===== src/rtl/booth_mac_ctrl.sv =====
// booth_mac_ctrl: operand sequencer and dot-product accumulator wrapped around a
// 6-bit signed Booth multiplier. An operand pair is accepted over valid/ready.
// It drives M/Q/start to the multiplier and waits out the fixed multiplier
// latency. The 12-bit product is then sign-extended and added into acc. A pair
// flagged last makes the batch sum available over valid/ready.
// Optional feature: define BOOTH_MAC_SAT_EN to saturate acc on signed overflow
// instead of wrapping. out_ovf is sticky in both builds.
module booth_mac_ctrl #(
  parameter int ACC_W       = 16,
  parameter int MUL_LATENCY = 8
) (
  input  logic             clk,
  input  logic             n_rst,
  input  logic             in_valid,
  output logic             in_ready,
  input  logic [5:0]       in_a,
  input  logic [5:0]       in_b,
  input  logic             in_last,
  input  logic             clr,
  output logic [5:0]       mul_m,
  output logic [5:0]       mul_q,
  output logic             mul_start,
  input  logic [11:0]      mul_result,
  output logic             out_valid,
  input  logic             out_ready,
  output logic [ACC_W-1:0] out_acc,
  output logic             out_ovf
);

  localparam int CNT_W = $clog2(MUL_LATENCY);
  localparam logic [CNT_W-1:0] CNT_LOAD = CNT_W'(MUL_LATENCY - 1);
  localparam logic [ACC_W-1:0] ACC_MAX  = {1'b0, {(ACC_W-1){1'b1}}};
  localparam logic [ACC_W-1:0] ACC_MIN  = {1'b1, {(ACC_W-1){1'b0}}};

  typedef enum logic [2:0] {IDLE, LAUNCH, WAIT, ACC, OUT} state_t;

  state_t           state, state_nxt;
  logic [CNT_W-1:0] cnt;
  logic             last_q;
  logic [ACC_W-1:0] acc;
  logic             ovf;
  logic [ACC_W-1:0] prod_ext;
  logic [ACC_W-1:0] sum;
  logic [ACC_W-1:0] acc_nxt;
  logic             ovf_now;
  logic             take;

  assign take      = in_valid && in_ready;
  assign out_acc   = acc;
  assign out_ovf   = ovf;

  // Product extension, add and signed-overflow detection for the ACC cycle.
  // Overflow occurs when both operands have the same sign and the sum's sign differs.
  always_comb begin
    prod_ext = ACC_W'($signed(mul_result));
    sum      = acc + prod_ext;
    ovf_now  = (acc[ACC_W-1] == prod_ext[ACC_W-1]) && (sum[ACC_W-1] != acc[ACC_W-1]);
    acc_nxt  = sum;
`ifdef BOOTH_MAC_SAT_EN
    // On overflow the true sum has the operands' shared sign, so clamp toward it
    if (ovf_now) acc_nxt = acc[ACC_W-1] ? ACC_MIN : ACC_MAX;
`else
    // Wrap modulo 2^ACC_W; the saturation bounds are only used by the clamp build
    if (ovf_now && (ACC_MAX == ACC_MIN)) acc_nxt = sum;
`endif
  end

  // State register
  always_ff @(posedge clk or negedge n_rst) begin
    if (!n_rst) state <= IDLE;
    else        state <= state_nxt;
  end

  // Next-state and handshake/strobe outputs
  always_comb begin
    state_nxt = state;
    in_ready  = 1'b0;
    mul_start = 1'b0;
    out_valid = 1'b0;
    case (state)
      IDLE: begin
        in_ready = !clr;
        if (take) state_nxt = LAUNCH;
      end
      LAUNCH: begin
        mul_start = 1'b1;
        state_nxt = WAIT;
      end
      WAIT: if (cnt == CNT_W'(1)) state_nxt = ACC;
      ACC:  state_nxt = last_q ? OUT : IDLE;
      OUT: begin
        out_valid = 1'b1;
        if (out_ready) state_nxt = IDLE;
      end
      default: state_nxt = IDLE;
    endcase
  end

  // Datapath: operand capture, latency counter, accumulator and sticky overflow
  always_ff @(posedge clk or negedge n_rst) begin
    if (!n_rst) begin
      mul_m  <= '0;
      mul_q  <= '0;
      last_q <= 1'b0;
      cnt    <= '0;
      acc    <= '0;
      ovf    <= 1'b0;
    end else begin
      case (state)
        IDLE: begin
          if (clr) begin
            acc <= '0;
            ovf <= 1'b0;
          end else if (in_valid) begin
            mul_m  <= in_a;
            mul_q  <= in_b;
            last_q <= in_last;
          end
        end
        LAUNCH: cnt <= CNT_LOAD;
        WAIT:   cnt <= cnt - CNT_W'(1);
        ACC: begin
          acc <= acc_nxt;
          ovf <= ovf | ovf_now;
        end
        OUT: begin
          if (out_ready) begin
            acc    <= '0;
            ovf    <= 1'b0;
            last_q <= 1'b0;
          end
        end
        default: ;
      endcase
    end
  end

endmodule


===== config.mk =====
export PLATFORM = sky130hd
export DESIGN_NAME = booth_mac_ctrl
export DESIGN_NICKNAME = d
export VERILOG_FILES = /design/src/rtl/booth_mac_ctrl.sv
export SDC_FILE = /design/constraint.sdc
export NUM_CORES = 1
export LEC_CHECK = 0
export CORE_MARGIN = 1.5
export CORE_UTILIZATION = 40
export DETAILED_ROUTE_END_ITERATION = 16
export PLACE_DENSITY_LB_ADDON = 0.05
export SLEW_MARGIN = 25
export SYNTH_ARGS = -nofsm -noshare
export SYNTH_HDL_FRONTEND = slang
export SYNTH_SLANG_ARGS = --single-unit

===== constraint.sdc =====
create_clock -name clk -period 3.3 [get_ports clk]
set_input_delay 0.66 -clock clk [delete_from_list [all_inputs] [get_ports clk]]
set_output_delay 0.66 -clock clk [all_outputs]
set_load 0.03 [all_outputs]

# Word level (Yosys, flattened, before mapping)

Cells that the tools add are included.
Widths: inputs -> output; s select.

Magnitude comparators: 0
Bitwise operators: 2
Shifts and indexed selects: 0
Eq/ne operators: 13
Divide/modulo/power cells: 0
$add $sub $neg: 2
Multipliers: 0
Mux-type cells: 18
Reduce and logical (&&, ||, !) cells: 11

Operator list:

| cell                | number |
|---|---|
| $pmux 16 s3         | 1 |
| $mux 16             | 2 |
| $add 16x16->16      | 1 |
| $pmux 3 s5          | 1 |
| $mux 3              | 4 |
| $ne 2x2->1 const B  | 6 |
| $reduce_and 3->1    | 3 |
| $mux 1              | 7 |
| $eq 3x1->1 const B  | 2 |
| $eq 3x2->1 const B  | 2 |
| $pmux 3 s2          | 1 |
| $reduce_and 4->1    | 1 |
| $reduce_bool 2->1   | 2 |
| $eq 3x3->1 const B  | 1 |
| $logic_not 3->1     | 1 |
| $pmux 1 s3          | 1 |
| $reduce_bool 3->1   | 1 |
| $sub 3x1->3 const B | 1 |
| $logic_and 1x1->1   | 2 |
| $pmux 1 s2          | 1 |
| $eq 1x1->1          | 1 |
| $logic_not 1->1     | 1 |
| $ne 1x1->1          | 1 |
| $not 1->1           | 1 |
| $or 1x1->1          | 1 |

Memories kept: 0
Register bits after elaboration: 36
Latch bits: 0
Bits in writable memories: 0
Bits in read-only memories: 0

# Longest topological paths before layout

Gate-level depths: netlist of the first run.

Depth in word-level cells: 5
Gate-level depth with buffers: 8
Gate-level depth less buffers: 8

# Least setup slack after synthesis of the first run

OpenSTA, ideal clock, no wires.

Path type: input port to flip-flop
From: in clr
To: reg mul_m[2]
Arrival: 2477 ps
Path slack: 698 ps
Stages on the path: 4
Setup time: 125 ps
Required time: 3175 ps
Buffers on the path: 1
Cell sequence: nor4_1 > nand2_1 > buf_1 > mux2_2

Word-level cells in the longest chain between the ends: 2

RTL lines:

| item                       | RTL line | text |
|---|---|---|
| start, declared            | 19       | `input logic clr,` |
| $not 1->1 (no line)        | --       |  |
| $reduce_and 3->1 (no line) | --       |  |
| end signal, assigned       | 115      | `mul_m <= in_a;` |
| end, declared              | 20       | `output logic [5:0] mul_m,` |

No other way between the ends.
A chain may end at the register's enable or synchronous reset.

# Worst setup path after layout of the first run

From: in mul_result[0]
To: reg acc[10], in the netlist out_acc[10]

Word-level cells in the longest chain between the ends: 2

RTL lines:

| item                 | RTL line | text |
|---|---|---|
| start, declared      | 23       | `input logic [11:0] mul_result,` |
| $add 16x16->16       | 56       | `sum = acc + prod_ext;` |
| $pmux 16 s3          | 109      | `case (state)` |
| end signal, assigned | 123      | `acc <= acc_nxt;` |
| end, declared        | 40       | `logic [ACC_W-1:0] acc;` |

No other way between the ends.

==> results_dict.tcl, run 1 <==
set metrics [dict create \
    synth-async-reset-ratio 1.000 \
    r2r_start "out_acc[6]" \
    grt_pass1_wl_um 8983 \
    yosysMostFrequentCell "dfrtp_1" \
    final_area_um2 3114 \
    cts_resized 0 \
    worstSetupStartpointType "input pin" \
    ff2ff_setup_slack_ps 890 \
    crit_arrival_ps 3080 \
    status "finished, final reports clean" \
    report.final.slew_viol_count 0 \
    critPathKind "input pin to flop" \
    ys_ff_latch 36 \
    required_ps 3530 \
    synth_area_leaders "dfrtp_1 (40%), ha_1 (9.4%), mux2_2 (6.5%)" \
    cts_setup_buffers 0 \
    synth_top_area_cell "dfrtp_1" \
    multiInputGateArea_um2 1299 \
    core_area_um2 5473 \
    postSynthCellCount 237 \
    drt_iter0_drc 83 \
    cp-startpoint "mul_result[0]" \
    place_congestion 0.8170 \
    fp.dieH_um 78.25 \
    slew_headroom 0.4238 \
    cts_tree "yes" \
    synthesis.area_um2 2265 \
    setup-tns-final_ps 0 \
    dieWidth_um 78.25 \
    synth_edf_count 0 \
    hpwl_um 3828 \
    syn_area_per_cell_um2 9.556 \
    worstMarginPinSlew_ps 864.2 \
    grt_usage 0.1853 \
    fmax_ghz 0.3507 \
    cts.sinks 36 \
    ir_worst_vdd_mv 0.4587 \
    yosys_warnings 0 \
    period_share 0.8642 \
    path_clk_slew_ps 80 \
    cts_buffers 5 \
    ff2ff_path_depth 7 \
    yosysTopAreaCellShare 0.3978 \
    yosysUniqueCellTypes 45 \
    min_period_ps 2852 \
    drive_gt1_frac 0.1063 \
    antenna_found_initial 0 \
    final_nets 348 \
    reg2reg_to "out_acc[15]" \
    seqCellArea_um2 900.9 \
    grt_start_max_net_pins 37 \
    finalClockSkew_ps 5.478 \
    first_pass_iters 4 \
    clockBufferDepth 2 \
    die-area_um2 6122 \
    num_io_pins 62 \
    grt_pass1_vias 1917 \
    clkLatencyLatePin_ps 290 \
    p_leak_nw 1.366 \
    htreeDepth 2 \
    power_mw 3.114 \
    finalHoldViolCount 0 \
    clockRootBuffer "clkbuf_8" \
    antennaDiodeCount 0 \
    dpl-instance-area_um2 2955 \
    grt_remaining_overflow 0 \
    wl_per_cell_um 14.30 \
    drtAntennaViolNets 0 \
    endpoint "out_acc[10]" \
    synthFlopType "dfrtp_1" \
    synth_nets 285 \
    io_buffers 61 \
    ys_seq_area_frac 0.3978 \
    viasPerCell 5.193 \
    wirelength_um 5334 \
    rows 27 \
    fill_cells 512 \
    dr_total_vias 1937 \
    path_max_fanout 4 \
    cts_hold_buf 0 \
    area.growth.synth_to_final_pct 37.51 \
    synth_common_cells "dfrtp_1 (36), nand2_1 (33), o21ai_0 (21)" \
    setup_viol 0 \
    initial_core_util 0.4138 \
    power.density_nw_per_um2 999.9 \
    crit_path_end_kind "flop" \
    drv_cap 0 \
    rsz0062_at_grt "false" \
    drc 0 \
    hp-class "input pin to asynchronous set/reset pin" \
]
## state kept, by name, summed over array words and instances (netlist names)
register,count
cnt,3
last_q,1
mul_m,6
mul_q,6
out_acc,16
out_ovf,1
state,3
## worst min-delay path by stage
| stage | start | depth (start not counted) | endpoint | slack (ps) |
|---|---|---|---|---|
| after global placement | last_q | 2 | state[2] | 470 |
| after global routing | mul_q[3] | 1 | mul_q[3] | 520 |
| after CTS | n_rst | 1 | out_acc[11] | 500 |
| after floorplan | n_rst | 0 | cnt[0] | 360 |
| final | n_rst | 1 | out_acc[4] | 480 |
| after detailed placement | mul_q[3] | 1 | mul_q[3] | 500 |
## worst max-delay path, cell delays in order
cell             delay [ps]
clkdlybuf4s50_1         460
ha_1                    220
fa_1                    230
a21o_1                  150
a211oi_1                 90
o21ai_0                 360
a31oi_1                 180
or4b_2                  650
nand3_1                  80
## logic make-up (layout without fill, tap and decap cells)
family                   count (synthesis)  in the layout  share of synthesized area
AO/OA/AOI/OAI                           65             65                     0.1961
XOR/XNOR                                11             11                    0.04254
adder cells (fa/ha/maj)                 18             18                     0.1028
buffers and inverters                   17             81                    0.02873
flip-flops                              36             36                     0.3978
multiplexers                            16             16                    0.07790
AND/OR/NAND/NOR                         74             74                     0.1542
## cell type report
class	count	share of cell area
clock buffers	5	0.02210
inverters	8	0.009642
clock inverters	3	0.02893
multi-input cells	184	0.4170
repair buffers	65	0.2041
flip-flops and latches	36	0.2893
well taps	72	0.02893
## metal layers
layer,global-route usage,wire length [µm]
met1,0.2434,2548
met4,0.03750,43
met3,0.05000,244
met5,0,0
met2,0.3070,2498
## metrics by stage
| stage | setup WS, ps | hold slack (ps) | instances | util |
|---|---|---|---|---|
| 5_1_grt | 281.0 | 521.8 | 373 | 0.5690 |
| 3_3_place_gp | 191.0 | 469.8 | 365 | 0.5400 |
| 3_5_place_dp | 138.1 | 495.6 | 365 | 0.5400 |
| 4_1_cts | 438.5 | 500.4 | 373 | 0.5690 |
| 2_1_floorplan | 697.9 | 364.4 | 237 | - |
| 6_report | 448.3 | 479.3 | 373 | 0.5690 |
## report_power, final
group	leakage, nW	total [mW]	switching, mW	internal, mW
logic	0.831	1.75	0.983	0.770
clock network	0.0784	0.549	0.170	0.378
registers	0.457	0.812	0.173	0.639
total	1.37	3.11	1.33	1.79
## layout by cell type (no fill, tap or decap), drive strengths merged, types with 2 or more instances in the layout
cell type and n:
a211oi 6, a21o 7, a21oi 13, a31oi 2, and3 3, buf 5, bufinv 3, clkbuf 5
clkdlybuf4s50 60, dfrtp 36, ha 17, inv 8, mux2 13, mux2i 3, nand2 33, nand3 5
nand4 3, nor2 13, nor3 6, nor3b 2, o211ai 3, o21ai 22, o21bai 2, o22ai 4
xnor2 4, xor2 7
Power figures use the tool's default switching activity.
==> run 2: changes to the inputs <==
==> constraint.sdc (replaced) <==
create_clock -name clk -period 3.3 [get_ports clk]
set_input_delay 0.495 -clock clk [delete_from_list [all_inputs] [get_ports clk]]
set_output_delay 0.495 -clock clk [all_outputs]
set_load 0.03 [all_outputs]
==> run 2 against run 1 <==
Against the previous run: maximum frequency increased by 4.5%; first-iteration DRC count up 3.6%; worst setup slack improved by 120 ps; clock skew up 5.4 ps; critical path depth did not move; count of clock-buffer cells in the layout is 1 higher; sequential share of layout area grew 0.63 points; register-to-register slack barely moved; combinational power hardly changed; wire length shrank 1.9%; clock power shrank 40%; final area fell by 2.1%.
==> results_dict.tcl, run 2 (synthesis gave the netlist of run 1 again) <==
set metrics [dict create \
    grt_remaining_overflow 0 \
    endpoint "out_acc[10]" \
    critical_path.max_stage_delay_ps 650 \
    first_pass_iters 5 \
    cts_buffers 5 \
    drt_iter0_drc 86 \
    min_period_ps 2728 \
    fmax_ghz 0.3666 \
    ff2ff_setup_slack_ps 880 \
    place_congestion 0.8449 \
    period_share 0.8266 \
    finalClockSkew_ps 10.87 \
    core_area_um2 5473 \
    antenna_found_initial 0 \
    largest_reg_flops 16 \
    clkLatencyLatePin_ps 290 \
    final_area_um2 3048 \
    slew_headroom 0.4470 \
    reg2reg_to "out_acc[10]" \
    r2r_start "out_acc[0]" \
    required_ps 3530 \
    cts_tree "yes" \
    area.growth.synth_to_final_pct 34.59 \
    path_clk_slew_ps 80 \
    hpwl_um 3847 \
    finalHoldViolCount 0 \
    wl_per_cell_um 14.02 \
    setup-tns-final_ps 0 \
    drc 0 \
    worstSetupStartpointType "input pin" \
    clockRootBuffer "clkbuf_8" \
    final_common_cell "clkdlybuf4s50_1" \
    cts_resized 0 \
    antennaDiodeCount 0 \
    power.density_nw_per_um2 949.1 \
    status "finished, final reports clean" \
    clockBufferDepth 2 \
    drtAntennaViolNets 0 \
    worstMarginPinSlew_ps 829.5 \
    initial_core_util 0.4138 \
    drive_gt1_frac 0.1063 \
    crit_path_end_kind "flop" \
    layout.core_utilization 0.5569 \
    io_buffers 61 \
    hp-class "input pin to asynchronous set/reset pin" \
    dieWidth_um 78.25 \
    final_nets 348 \
    num_io_pins 62 \
    path_max_fanout 4 \
    ff2ff_path_depth 8 \
    path_cells "clkdlybuf4s50_1, ha_1, fa_1, a21o_1, a211oi_1, o21ai_0, a31oi_1, or4b_2, nand3_1" \
    ir_worst_vdd_mv 0.4293 \
    crit_arrival_ps 2950 \
    rsz0062_at_grt "false" \
    final_cell_mix "clkdlybuf4s50_1 (60), dfrtp_1 (36), nand2_1 (33)" \
    grt_pass1_wl_um 8976 \
    fill_cells 542 \
    viasPerCell 5.295 \
    power_mw 2.893 \
    dr_total_vias 1975 \
    cts_setup_buffers 0 \
    cp-startpoint "mul_result[0]" \
    wirelength_um 5231 \
    setup_viol 0 \
    critPathKind "input pin to flop" \
    cts.sinks 36 \
    rows 27 \
    die-area_um2 6122 \
    p_leak_nw 1.338 \
    dpl-instance-area_um2 2955 \
    drv_cap 0 \
    cts_hold_buf 0 \
    grt_pass1_vias 1960 \
    grt_usage 0.1835 \
    grt_start_max_net_pins 37 \
    fp.dieH_um 78.25 \
    cp_slowest_cell "or4b_2" \
    htreeDepth 2 \
    report.final.slew_viol_count 0 \
]
==> run 2: cell count changes in the layout (fill, tap and decap cells not counted) <==
cell / before / now
clkbuf_8: 5 / 6
bufinv_16: 3 / 0
clkinv_2: 0 / 2
==> run 2: area by class of cell <==
| cell class | count | area, µm² | share of cell area |
|---|---|---|---|
| clock buffers | 6 | 82.58 | 0.02709 |
| repair buffers | 65 | 635.6 | 0.2085 |
| flip-flops and latches | 36 | 900.9 | 0.2956 |
| inverters | 8 | 30.03 | 0.009852 |
| well taps | 72 | 90.09 | 0.02956 |
| multi-input cells | 184 | 1299 | 0.4261 |
| clock inverters | 2 | 10.01 | 0.003284 |
==> run 2: stage by stage <==
| step | std cells | setup slack [ps] | hold slack (ps) |
|---|---|---|---|
| 2_1_floorplan | 237 | 779.8 | 199.4 |
| 3_3_place_gp | 365 | 355.5 | 470.2 |
| 3_5_place_dp | 365 | 297.0 | 484.3 |
| 4_1_cts | 373 | 600.6 | 331.1 |
| 5_1_grt | 373 | 473.2 | 379.5 |
| 6_report | 373 | 572.3 | 299.5 |
==> run 2: critical path, delay by kind of cell <==
kind                     cells  cell delay, ps
AO/OA/AOI/OAI                4             810
AND/OR/NAND/NOR              2             740
buffers and inverters        1             460
adder cells (fa/ha/maj)      2             450
==> run 2: routing by layer <==
metal	global-route usage	wire, µm	up-vias
li1	-	-	980
met1	0.2380	2357	941
met2	0.3043	2541	50
met3	0.04419	292	4
met4	0.05179	39	0
met5	0	0	-
==> run 2: how the worst min path moves through the flow <==
stage,from,to,slack (ps),depth (start not counted)
2_1_floorplan,n_rst,cnt[0],200,0
3_3_place_gp,last_q,state[2],470,2
3_5_place_dp,last_q,state[2],480,2
4_1_cts,n_rst,out_acc[8],330,1
5_1_grt,n_rst,out_acc[8],380,1
6_report,n_rst,out_acc[5],300,1
==> run 2: report_power, final <==
group	switching (mW)	internal [mW]
Sequential	0.174	0.639
Combinational	0.980	0.770
Clock	0.164	0.167
==> run 3: changes to the inputs <==
clock period = 2.9 ns   (was 3.3 ns; I/O delays follow)
==> run 3 against run 2 <==
Against the previous run: final area is 0.82% higher; clock power rose by 12%; global-route usage increased by 0.24 points; via count is 1.1% lower; sequential power rose by 14%; count of clock-buffer cells in the layout decreased by 1; cell count grew 1.1%; total power rose by 15%; first-iteration DRC count up 9.3%; wire length rose by 1.4%; largest cell class unchanged; largest power group unchanged.
==> results_dict.tcl, run 3 (synthesis gave the netlist of run 1 again) <==
set metrics [dict create \
    status "finished, final reports clean" \
    rows 27 \
    viasPerCell 5.183 \
    fp.dieH_um 78.25 \
    place_congestion 0.8457 \
    wirelength_um 5302 \
    preCtsSetupSlack_ps 66.10 \
    finalHoldViolCount 0 \
    multiInputGateArea_um2 1299 \
    largest_reg_flops 16 \
    setup_slack_ps 389.6 \
    hpwl_um 3867 \
    final_nets 352 \
    clkLatencyLatePin_ps 290 \
    required_ps 3080 \
    rsz0062_at_grt "false" \
    wl_per_cell_um 14.06 \
    first_pass_iters 4 \
    initial_core_util 0.4138 \
    grt_start_max_net_pins 37 \
    setup_viol 0 \
    slew_headroom 0.4380 \
    seqCellArea_um2 900.9 \
    cts.sinks 36 \
    finalClockSkew_ps 5.678 \
    antennaDiodeCount 0 \
    critPathKind "input pin to flop" \
    final_common_cell "clkdlybuf4s50_1" \
    dieWidth_um 78.25 \
    grt_pass1_vias 1899 \
    drv_cap 0 \
    dr_total_vias 1954 \
    power.density_nw_per_um2 1080 \
    period_share 0.8657 \
    htreeDepth 2 \
    crit_arrival_ps 2690 \
    p_leak_nw 1.355 \
    cts_tree "yes" \
    crit_path_end_kind "flop" \
    num_io_pins 62 \
    drive_gt1_frac 0.1180 \
    worstMarginPinSlew_ps 843.0 \
    core_area_um2 5473 \
    die-area_um2 6122 \
    cts_setup_buffers 0 \
    cts_buffers 5 \
    drc 0 \
    setup-tns-final_ps 0 \
    final_cell_mix "clkdlybuf4s50_1 (60), dfrtp_1 (36), nand2_1 (33)" \
    fill_cells 519 \
    antenna_found_initial 0 \
    cts_resized 0 \
    hp-class "input pin to asynchronous set/reset pin" \
    drtAntennaViolNets 0 \
    grt_pass1_wl_um 8928 \
    cts_hold_buf 0 \
    fmax_ghz 0.3983 \
    path_clk_slew_ps 80 \
    min_period_ps 2510 \
    grt_usage 0.1858 \
    worstSetupStartpointType "input pin" \
    drt_iter0_drc 94 \
    path_max_fanout 3 \
    ir_worst_vdd_mv 0.5550 \
    clockRootBuffer "clkbuf_8" \
    area.growth.synth_to_final_pct 35.69 \
    grt_remaining_overflow 0 \
    io_buffers 61 \
    report.final.slew_viol_count 0 \
    clockBufferDepth 2 \
]
run 3: changes by cell type in the layout (fill, tap and decap cells not counted):
| cell | change |
|---|---|
| clkbuf_8 | -1 |
| buf_4 | +4 |
| clkinv_4 | +1 |
run 3: per-layer routing:
| metal | GRT usage | vias up | wire length (µm) |
|---|---|---|---|
| li1 | - | 995 | - |
| met1 | 0.2366 | 905 | 2435 |
| met2 | 0.3061 | 45 | 2507 |
| met3 | 0.04767 | 9 | 273 |
| met4 | 0.06429 | 0 | 85 |
| met5 | 0 | - | 0 |
run 3: worst max-delay path, stage by stage:
cell             delay, ps
clkdlybuf4s50_1        460
ha_1                   350
a211oi_2               290
o21ai_2                120
a221o_1                370
a211oi_4               310
mux2i_1                250
o211ai_2               110
run 3: power breakdown:
| part | switching (mW) | internal [mW] | leakage, nW | total (mW) |
|---|---|---|---|---|
| Combinational | 1.13 | 0.900 | 0.851 | 2.03 |
| Clock | 0.201 | 0.168 | 0.0479 | 0.369 |
| Sequential | 0.196 | 0.727 | 0.457 | 0.923 |
run 3: layout make-up:
class | count | share of cell area
well taps | 72 | 0.02932
flip-flops and latches | 36 | 0.2932
multi-input cells | 184 | 0.4226
clock inverters | 3 | 0.006107
repair buffers | 69 | 0.2166
inverters | 8 | 0.009772
clock buffers | 5 | 0.02239
run 3: final timing paths:
check                               from           to  slack, ps  depth (start not counted)
max                        mul_result[1]  out_acc[15]        390                          8
min                                n_rst   out_acc[5]        230                          1
max reg2reg                   out_acc[6]  out_acc[15]        550                          7
min reg2reg                       last_q     state[2]        490                          2
max in group asynchronous          n_rst   out_acc[0]       2130                          1
min in group clk                  last_q     state[2]        490                          2
run 3: through the flow:
step	instance area, µm²	util	std cells	hold WS [ps]	power [mW]
after floorplan	2265	-	237	139.4	2.245
after global placement	2985	0.5455	369	481.3	2.946
after detailed placement	2985	0.5455	369	474.7	2.962
after CTS	3073	0.5615	377	271.4	3.347
after global routing	3073	0.5615	377	309.5	3.587
final	3073	0.5615	377	230.5	3.319
